==> src/rtl/seg7_pkg.sv <==
// Shared definitions for the seven-segment capture block: segment patterns,
// sampler state type, sample layout and small helpers.
package seg7_pkg;

    localparam logic [6:0] SEG_0 = 7'b1111110;
    localparam logic [6:0] SEG_1 = 7'b0110000;
    localparam logic [6:0] SEG_2 = 7'b1101101;
    localparam logic [6:0] SEG_3 = 7'b1111001;
    localparam logic [6:0] SEG_4 = 7'b0110011;
    localparam logic [6:0] SEG_5 = 7'b1011011;
    localparam logic [6:0] SEG_6 = 7'b1011111;
    localparam logic [6:0] SEG_7 = 7'b1110010;
    localparam logic [6:0] SEG_8 = 7'b1111111;
    localparam logic [6:0] SEG_9 = 7'b1111011;

    localparam logic [3:0] BCD_INVALID = 4'hF;

    typedef enum logic [0:0] {
        ST_TRACK  = 1'b0,
        ST_LOCKED = 1'b1
    } samp_state_e;

    typedef struct packed {
        logic [3:0] an_n;
        logic [6:0] seg;
    } sample_t;

    // Idle bus: no strobe active, all segments dark.
    localparam sample_t SAMPLE_RST = '{an_n: 4'hF, seg: 7'h00};

    function automatic logic single_low(input logic [3:0] an);
        logic hit;
        case (an)
            4'b1110, 4'b1101, 4'b1011, 4'b0111: hit = 1'b1;
            default:                            hit = 1'b0;
        endcase
        return hit;
    endfunction

    function automatic logic [1:0] low_index(input logic [3:0] an);
        logic [1:0] idx;
        case (an)
            4'b1110: idx = 2'd0;
            4'b1101: idx = 2'd1;
            4'b1011: idx = 2'd2;
            4'b0111: idx = 2'd3;
            default: idx = 2'd0;
        endcase
        return idx;
    endfunction

    function automatic logic [3:0] sat_inc(input logic [3:0] v);
        logic [3:0] r;
        if (v == 4'hF) begin
            r = v;
        end else begin
            r = v + 4'd1;
        end
        return r;
    endfunction

endpackage

==> src/rtl/seg7_to_bcd.sv <==
// Combinational segment-pattern to BCD decoder; unknown patterns give
// BCD_INVALID with err raised.
module seg7_to_bcd
    import seg7_pkg::*;
(
    input  logic [6:0] seg,
    output logic [3:0] bcd,
    output logic       err
);

    // Pattern lookup
    always_comb begin
        bcd = BCD_INVALID;
        err = 1'b1;
        case (seg)
            SEG_0: begin bcd = 4'd0; err = 1'b0; end
            SEG_1: begin bcd = 4'd1; err = 1'b0; end
            SEG_2: begin bcd = 4'd2; err = 1'b0; end
            SEG_3: begin bcd = 4'd3; err = 1'b0; end
            SEG_4: begin bcd = 4'd4; err = 1'b0; end
            SEG_5: begin bcd = 4'd5; err = 1'b0; end
            SEG_6: begin bcd = 4'd6; err = 1'b0; end
            SEG_7: begin bcd = 4'd7; err = 1'b0; end
            SEG_8: begin bcd = 4'd8; err = 1'b0; end
            SEG_9: begin bcd = 4'd9; err = 1'b0; end
            default: begin bcd = BCD_INVALID; err = 1'b1; end
        endcase
    end

endmodule

==> src/rtl/seg7_capture.sv <==
// Captures a multiplexed 4-digit seven-segment display into BCD frames with
// a valid/ready output handshake and a sticky overrun flag.
module seg7_capture
    import seg7_pkg::*;
#(
    parameter int unsigned STABLE_CYCLES = 4
) (
    input  logic        clk,
    input  logic        rst_n,
    input  logic [6:0]  seg_in,
    input  logic [3:0]  an_n,
    output logic [15:0] bcd_out,
    output logic [3:0]  err_out,
    output logic        out_valid,
    input  logic        out_ready,
    output logic        overrun
);

    // Counter value seen on the cycle whose edge completes the dwell; the two
    // synchronizer edges already account for part of the required stability.
    localparam logic [3:0] CAP_COUNT = 4'(STABLE_CYCLES - 32'd2);

    sample_t           raw_s;
    sample_t           sync1_q;
    sample_t           sync2_q;
    sample_t           prev_q;
    logic [3:0]        cnt_q;
    logic [3:0]        cnt_d;
    samp_state_e       state_q;
    samp_state_e       state_d;

    logic              strobed_s;
    logic              same_s;
    logic              cap_hit_s;
    logic              capture_s;
    logic [1:0]        slot_idx_s;
    logic [3:0]        cap_mask_s;
    logic [3:0]        dec_bcd_s;
    logic              dec_err_s;

    logic [3:0][3:0]   slot_bcd_q;
    logic [3:0]        slot_err_q;
    logic [3:0]        fill_q;
    logic [3:0]        fill_d;

    logic              frame_done_s;
    logic              load_s;
    logic              drop_s;
    logic [15:0]       bcd_q;
    logic [15:0]       bcd_d;
    logic [3:0]        err_q;
    logic [3:0]        err_d;
    logic              valid_q;
    logic              valid_d;
    logic              overrun_q;
    logic              overrun_d;

    assign raw_s = {an_n, seg_in};

    // Two-flop synchronizer, previous-sample register and stability counter
    always_ff @(posedge clk or negedge rst_n) begin
        if (!rst_n) begin
            sync1_q <= SAMPLE_RST;
            sync2_q <= SAMPLE_RST;
            prev_q  <= SAMPLE_RST;
            cnt_q   <= 4'd0;
        end else begin
            sync1_q <= raw_s;
            sync2_q <= sync1_q;
            prev_q  <= sync2_q;
            cnt_q   <= cnt_d;
        end
    end

    assign strobed_s  = single_low(sync2_q.an_n);
    assign same_s     = (sync2_q == prev_q);
    assign slot_idx_s = low_index(sync2_q.an_n);

    // Stability counter next value
    always_comb begin
        cnt_d = 4'd0;
        if (strobed_s && same_s) begin
            cnt_d = sat_inc(cnt_q);
        end else begin
            cnt_d = 4'd0;
        end
    end

    assign cap_hit_s = strobed_s && (cnt_d == CAP_COUNT);

    // Sampler state register
    always_ff @(posedge clk or negedge rst_n) begin
        if (!rst_n) begin
            state_q <= ST_TRACK;
        end else begin
            state_q <= state_d;
        end
    end

    // Sampler next-state logic
    always_comb begin
        state_d = state_q;
        case (state_q)
            ST_TRACK: begin
                if (cap_hit_s) begin
                    state_d = ST_LOCKED;
                end else begin
                    state_d = ST_TRACK;
                end
            end
            ST_LOCKED: begin
                // With the shortest dwell a fresh sample may complete on its
                // very first cycle, so a change can re-lock immediately.
                if (!same_s) begin
                    state_d = cap_hit_s ? ST_LOCKED : ST_TRACK;
                end else begin
                    state_d = ST_LOCKED;
                end
            end
            default: state_d = ST_TRACK;
        endcase
    end

    // Sampler outputs
    always_comb begin
        capture_s = 1'b0;
        case (state_q)
            ST_TRACK:  capture_s = cap_hit_s;
            ST_LOCKED: capture_s = !same_s && cap_hit_s;
            default:   capture_s = 1'b0;
        endcase
    end

    seg7_to_bcd u_dec (
        .seg (sync2_q.seg),
        .bcd (dec_bcd_s),
        .err (dec_err_s)
    );

    // Slot storage; newest capture into a slot wins
    always_ff @(posedge clk or negedge rst_n) begin
        if (!rst_n) begin
            slot_bcd_q <= 16'h0000;
            slot_err_q <= 4'h0;
        end else if (capture_s) begin
            slot_bcd_q[slot_idx_s] <= dec_bcd_s;
            slot_err_q[slot_idx_s] <= dec_err_s;
        end else begin
            slot_bcd_q <= slot_bcd_q;
            slot_err_q <= slot_err_q;
        end
    end

    assign frame_done_s = &fill_q;
    assign cap_mask_s   = capture_s ? (4'b0001 << slot_idx_s) : 4'b0000;
    assign fill_d       = (frame_done_s ? 4'h0 : fill_q) | cap_mask_s;

    // Slot-filled flags
    always_ff @(posedge clk or negedge rst_n) begin
        if (!rst_n) begin
            fill_q <= 4'h0;
        end else begin
            fill_q <= fill_d;
        end
    end

    assign load_s = frame_done_s && (!valid_q || out_ready);
    assign drop_s = frame_done_s && valid_q && !out_ready;

    // Output handshake next-state
    always_comb begin
        bcd_d     = bcd_q;
        err_d     = err_q;
        valid_d   = valid_q;
        overrun_d = overrun_q | drop_s;
        if (load_s) begin
            bcd_d   = slot_bcd_q;
            err_d   = slot_err_q;
            valid_d = 1'b1;
        end else if (valid_q && out_ready) begin
            valid_d = 1'b0;
        end else begin
            valid_d = valid_q;
        end
    end

    // Output registers
    always_ff @(posedge clk or negedge rst_n) begin
        if (!rst_n) begin
            bcd_q     <= 16'h0000;
            err_q     <= 4'h0;
            valid_q   <= 1'b0;
            overrun_q <= 1'b0;
        end else begin
            bcd_q     <= bcd_d;
            err_q     <= err_d;
            valid_q   <= valid_d;
            overrun_q <= overrun_d;
        end
    end

    assign bcd_out   = bcd_q;
    assign err_out   = err_q;
    assign out_valid = valid_q;
    assign overrun   = overrun_q;

endmodule

==> config.mk <==
export PLATFORM = sky130hd
export DESIGN_NAME = seg7_capture
export DESIGN_NICKNAME = d
export VERILOG_FILES = /design/src/rtl/seg7_pkg.sv /design/src/rtl/seg7_to_bcd.sv /design/src/rtl/seg7_capture.sv
export SDC_FILE = /design/constraint.sdc
export NUM_CORES = 1
export LEC_CHECK = 0
export ABC_AREA = 0
export CELL_PAD_IN_SITES_DETAIL_PLACEMENT = 1
export CELL_PAD_IN_SITES_GLOBAL_PLACEMENT = 1
export CORE_MARGIN = 5
export CORE_UTILIZATION = 45
export CTS_CLUSTER_SIZE = 40
export DETAILED_ROUTE_END_ITERATION = 8
export MAX_ROUTING_LAYER = met4
export PLACE_DENSITY = 0.75
export SETUP_SLACK_MARGIN = 0.2
export SLEW_MARGIN = 20
export SYNTH_ARGS = -nofsm -noshare
export SYNTH_HDL_FRONTEND = slang
export SYNTH_SLANG_ARGS = --single-unit
==> constraint.sdc <==
create_clock -name clk -period 2.7 [get_ports clk]
set_clock_uncertainty 0.2 [all_clocks]
set_input_delay 0.54 -clock clk [delete_from_list [all_inputs] [get_ports clk]]
set_output_delay 0.54 -clock clk [all_outputs]
set_load 0.01 [all_outputs]
# Word-level counts from Yosys, hierarchy flattened

Cells that the tools add are included.

Add/subtract/negate cells: 1
Multipliers: 0
Divide/modulo/power cells: 0
Order comparisons: 2
Eq/ne operators: 17
Shift operators: 1
Multiplexer cells: 20
Bitwise gates (word level): 3
Reduce and logical (&&, ||, !) cells: 16

Operators with widths:

| operator              | count |
|---|---|
| $eq A7 B7 Y1 const B  | 8 |
| $pmux W4 S10          | 1 |
| $mux W4               | 5 |
| $bwmux W16            | 1 |
| $eq A4 B4 Y1 const B  | 4 |
| $eq A7 B6 Y1 const B  | 2 |
| $eq A11 B11 Y1        | 1 |
| $reduce_or A10 Y1     | 1 |
| $demux W4 S2          | 1 |
| $logic_and A1 B1 Y1   | 8 |
| $mux W1               | 7 |
| $pmux W2 S3           | 1 |
| $add A4 B1 Y4 const B | 1 |
| $bwmux W4             | 1 |
| $eq A4 B2 Y1 const B  | 1 |
| $eq A4 B3 Y1 const B  | 1 |
| $or A4 B4 Y4          | 1 |
| $pmux W1 S2           | 2 |
| $reduce_and A4 Y1     | 1 |
| $reduce_or A4 Y1      | 1 |
| $shl A1 B2 Y4 const A | 1 |
| $logic_not A1 Y1      | 3 |
| $lt A2 B3 Y1 const B  | 1 |
| $demux W1 S2          | 1 |
| 5 further kinds       | 5 |

Register bits after elaboration: 84
Latch bits: 0
RAM bits: 0
Memory bits (read-only): 0
Input port bits: 14
Logic and storage cells: 78
Memories kept: 0

# Depth between registers and ports, before layout

Depth after elaboration: 11
Depth in mapped cells: 7

# By module

A second synthesis with hierarchy kept.

Cells, all modules: 217
Area, all modules: 3256.9 um^2

By module, submodules not included:

| module       | instances | cells an instance | area each (um^2) |
|---|---|---|---|
| seg7_capture | 1         | 188               | 3057.9 |
| seg7_to_bcd  | 1         | 29                | 198.9 |

# Least setup slack after synthesis

Ideal clock, no wire load.

Path kind: reg2reg
Start point: reg cnt_q[0]
End point: reg slot_bcd_q[3] in the netlist's numbering
Library setup time: 0.125 ns
Data arrival time: 1.909 ns
Slack: 0.466 ns
Stages on the path, launching flop included: 8
Path buffers: 1
Path through: dfrtp_1 > ha_1 > nor2_1 > o21ai_1 > nor4b_1 > and2_1 > buf_4 > mux2_2

Longest elaborated chain between the ends: 7
Elaborated cells on any way between the ends: 8

RTL lines:

| item                                          | RTL line                       | source |
|---|---|---|
| from (decl)                                   | seg7_capture.sv:27             | `logic [3:0] cnt_q;` |
| from (signal assigned)                        | seg7_capture.sv:71             | `cnt_q <= cnt_d;` |
| $add A4 B1 Y4 or $eq A4 B4 Y1 (tied branches) | seg7_pkg.sv:57, seg7_pkg.sv:54 |  |
| $mux W4 (*)                                   | seg7_pkg.sv:54                 | `if (v == 4'hF) begin` |
| $mux W4 (*)                                   | seg7_capture.sv:82             | `if (strobed_s && same_s) begin` |
| $eq A4 B2 Y1 (*)                              | seg7_capture.sv:89             | `assign cap_hit_s = strobed_s && (cnt_d == CAP_COUNT);` |
| $logic_and A1 B1 Y1 (*)                       | seg7_capture.sv:89             |  |
| $logic_and A1 B1 Y1                           | seg7_capture.sv:129            | `ST_LOCKED: capture_s = !same_s && cap_hit_s;` |
| $pmux W1 S2 (*)                               | seg7_capture.sv:127            | `case (state_q)` |
| to (signal, indexed assignment)               | seg7_capture.sv:146            | `slot_bcd_q[slot_idx_s] <= dec_bcd_s;` |
| to (signal assigned)                          | seg7_capture.sv:149            | `slot_bcd_q <= slot_bcd_q;` |
| to (decl)                                     | seg7_capture.sv:41             | `logic [3:0][3:0] slot_bcd_q;` |

Mark *: on every way between the ends. The rest lies on a longest branch, timed or not.
A chain may end at the register's enable or synchronous reset.

# Worst setup path in the final report

Start point: reg sync2_q[5] in the netlist's numbering
End point: reg slot_bcd_q[3] in the netlist's numbering

Longest elaborated chain between the ends: 7
Elaborated cells on any way between the ends: 20

RTL lines:

| item                   | RTL line            | source |
|---|---|---|
| from (decl)            | seg7_capture.sv:25  | `sample_t sync2_q;` |
| from (signal assigned) | seg7_capture.sv:69  | `sync2_q <= sync1_q;` |
| $eq A11 B11 Y1         | seg7_capture.sv:76  | `assign same_s = (sync2_q == prev_q);` |
| $logic_and A1 B1 Y1    | seg7_capture.sv:82  |  |
| $mux W4                | seg7_capture.sv:82  |  |
| $eq A4 B2 Y1           | seg7_capture.sv:89  |  |
| $logic_and A1 B1 Y1    | seg7_capture.sv:89  |  |
| $logic_and A1 B1 Y1    | seg7_capture.sv:129 |  |
| $pmux W1 S2            | seg7_capture.sv:127 |  |

Parallel ways exist; a longest one is shown, timed or not.

==> impl_metrics.py <==
metrics = {
    "outcome": {
        "status": "finished clean",
    },
    "cells_and_area": {
        "diodes": 0,
        "area_delta_synth_final_pct": 22.53,
        "fillCellCount": 733,
        "fin_util_pct": 56.59,
        "post-route-cell-area_um2": 4083,
        "drive_gt1_share_pct": 25.44,
        "fin_nets": 297,
    },
    "worst_setup_path": {
        "reg2reg_depth": 5,
        "path_cells": "and3b_1, o211ai_1, a31o_2, a21boi_0, mux2_2",
        "endpoint_kind": "register",
        "worst-path-max-fanout": 12,
        "worst-r2r-setup-slack_ns": 0.33,
        "cp.required_ns": 2.81,
        "rr_startpoint": "sync2_q[5]",
        "cp_slowest_stage_delay_ns": 0.62,
        "r2r-end": "slot_bcd_q[3]",
        "crit_type": "register to register",
        "critPathLaunch": "sync2_q[5]",
        "crit_arrival_ns": 2.48,
        "worstSetupStartpointType": "register",
        "slowest_stage": "a21boi_0",
    },
    "clocking": {
        "cts_tree": "built",
        "clk_pin_slew_ns": 0.09,
        "clockRootBuffer": "clkbuf_8",
        "clk_path_buf_depth": 2,
        "htree_levels": 3,
        "cts_buffers": 9,
        "insertion_delay_ns": 0.37,
        "cts_num_sinks": 84,
    },
    "synthesis": {
        "synth_cell_types": 47,
        "synthXorXnorAreaFrac_pct": 3.680,
        "ys_ff_latch": 84,
        "synth_adder_area_share_pct": 0.3755,
        "synth_top_area_share_pct": 54.07,
        "synthSimpleGateAreaFrac_pct": 12.32,
        "seq_area_frac_synth_pct": 63.54,
        "syn-num-nets": 253,
        "synthMuxAreaShare_pct": 12.47,
        "ys_warn_count": 0,
        "synth.area.top_cells": "dfrtp_1 54%, dfstp_2 9.5%, mux2_2 7.4%",
        "synth_area_per_cell_um2": 14.00,
        "synth_top_family_by_area": "multiplexers",
        "synthesis.area_um2": 3332,
        "yosys.area.top_type": "dfrtp_1",
        "synth_compound_area_share_pct": 6.158,
        "syn-instance-count": 238,
    },
    "placement": {
        "portBuffers": 35,
        "hpwl_mm": 4.321,
        "gp_congestion": 0.8130,
        "dpl-instance-area_um2": 3794,
    },
    "timing": {
        "slew_viol_final": 0,
        "rsz0062_at_grt": "false",
        "totalNegativeSetupSlack_ns": 0,
        "hold_viol_final": 0,
        "max-slew-margin-rel_pct": 50.86,
        "whs_ns": 0.1539,
        "finalWorstPathRequiredPeriod_ns": 2.368,
        "tightest_slew_ns": 0.7306,
        "fin_crit_sh_pct": 87.72,
        "setup_violations": 0,
        "max_freq_mhz": 422.2,
    },
    "floorplan": {
        "num_rows": 31,
        "core_area_um2": 7214,
        "die_width_um": 96.05,
        "die_h_um": 96.05,
        "boundaryPins": 36,
        "start_util_pct": 46.18,
        "dieArea_um2": 9226,
    },
    "power": {
        "ir_drop_uv": 315.4,
        "p_leak_nw": 1.859,
        "p_per_area_nw_per_um2": 592.6,
    },
    "global_routing": {
        "grt_pass1_vias": 2123,
        "grt_max_degree": 46,
        "grt_pass1_wl_mm": 10.86,
        "grtUsageTotal_pct": 16.39,
        "grt_overflow": 0,
        "grt_antenna_before_repair": 0,
    },
    "route": {
        "dr.first_iter.drc_count": 67,
        "drc": 0,
        "ant_nets": 0,
        "dr_total_vias": 1999,
        "routed_wirelength_mm": 6.433,
        "post_drt_wl_per_cell_um": 16.67,
        "firstDrtPassIters": 4,
        "vias_per_cell": 5.179,
    },
    "min_path": {
        "hold_class": "register to register",
        "hp-start": "sync1_q[6]",
        "holdPathStages": 0,
        "hold_end": "sync2_q[6]",
    },
    "run": {
        "maxCapViolations": 0,
    },
}
[sequential cells by signal, summed over array words and instances (netlist names), 4 cells and up]
signal,cells
sync1_q,11
cnt_q,4
sync2_q,11
prev_q,11
slot_err_q,4
slot_bcd_q,16
bcd_out,16
fill_q,4
err_out,4
[per-stage QoR]
| step | power, mW | setup WS (ns) | instances |
|---|---|---|---|
| 2_1_floorplan | 1.384 | 0.4664 | 238 |
| 3_3_place_gp | 1.441 | 0.2838 | 366 |
| 3_5_place_dp | 1.446 | 0.1594 | 366 |
| 4_1_cts | 2.446 | 0.2689 | 383 |
| 5_1_grt | 2.524 | 0.2361 | 386 |
| 6_report | 2.419 | 0.3316 | 386 |
[cell type report]
class                           instances  area [µm²]  area share, %
Timing Repair Buffer                   42       415.4          10.17
Multi-Input combinational cell        144        1201          29.42
Clock inverter                          7       97.59          2.390
Clock buffer                            9       123.9          3.034
Inverter                                1       3.754        0.09194
Sequential cell                        84        2117          51.85
Tap cell                               99       123.9          3.034
[cell families (layout without fill, tap and decap cells)]
group | count (synthesis) | after routing
compound gates | 26 | 26
flops | 84 | 84
fa+ha+maj | 1 | 1
simple gates | 66 | 66
xor+xnor | 14 | 14
mux | 37 | 37
buf+inv | 10 | 59
[cells in the mapped netlist, drive strengths merged]
master,number
or3,1
dfrtp,72
a31o,1
o221ai,1
a21o,1
a32oi,1
a2111oi,1
o21bai,1
ha,1
nand4b,2
and3b,4
o21ai,3
nand2b,3
o211ai,1
nor2,8
dfstp,12
or2,1
mux2,36
nand3,9
a211oi,1
nor4b,1
nor3,6
mux2i,1
nand2,13
nand3b,1
a21oi,5
xnor2,14
nor2b,3
a31oi,6
nand4,5
inv,1
and2,3
and3,4
buf,9
o21a,1
o311ai,1
a21boi,1
o221a,1
nor3b,2
[where the power goes]
| group | switching [mW] | internal [mW] | total (mW) |
|---|---|---|---|
| registers | 0.0272 | 1.29 | 1.32 |
| logic | 0.0559 | 0.0481 | 0.104 |
| clock network | 0.472 | 0.527 | 0.999 |
| total | 0.555 | 1.86 | 2.42 |
[critical path, delay by kind of cell, from the launching register on]
family           cells  cell delay (ns)
AO/OA/AOI/OAI        3             1.03
flip-flops           1             0.57
multiplexers         1             0.28
AND/OR/NAND/NOR      1             0.24
[layer usage]
| metal | routed length, µm | GRT usage [%] | vias to the layer above | share of wire, % |
|---|---|---|---|---|
| met4 | 102 | 6.398 | 0 | 1.6 |
| met5 | 0 | - | - | 0 |
| met3 | 242 | 4.457 | 11 | 3.8 |
| met1 | 2875 | 20.75 | 1027 | 45 |
| met2 | 3212 | 25.13 | 31 | 50 |
| li1 | - | - | 930 | - |
[worst max path at each step]
| stage | endpoint | cells after the start | slack [ns] |
|---|---|---|---|
| 6_report | slot_bcd_q[3] | 5 | 0.33 |
| 5_1_grt | slot_bcd_q[1] | 6 | 0.24 |
| 4_1_cts | slot_bcd_q[1] | 6 | 0.27 |
| 3_5_place_dp | slot_bcd_q[3] | 6 | 0.16 |
| 3_3_place_gp | slot_bcd_q[3] | 6 | 0.28 |
| 2_1_floorplan | slot_bcd_q[3] | 7 | 0.47 |
[what timing repair did]
| item | CTS | global route |
|---|---|---|
| resized for setup | 1 | 5 |
| hold buffers | 1 | 0 |
| pin swaps | 0 | 2 |
| endpoints found under the hold margin | 37 | 0 |
| buffers inserted | 0 | 3 |
| setup endpoints to repair | 4 | 16 |
[cell usage in the layout, fill, tap and decap left out, drive strengths merged, types with 3 or more instances in the layout]
master	instances
and3	4
a21oi	5
and3b	4
mux2	36
nand2b	3
nor2	8
o21ai	3
dfstp	12
inv	3
and2	3
nor3	6
a31oi	6
clkdlybuf4s50	34
nand4	5
buf	7
dfrtp	72
nand2	13
nor2b	3
clkbuf	9
nand3	9
xnor2	14
Note: power is estimated with default switching activity, not from simulation.
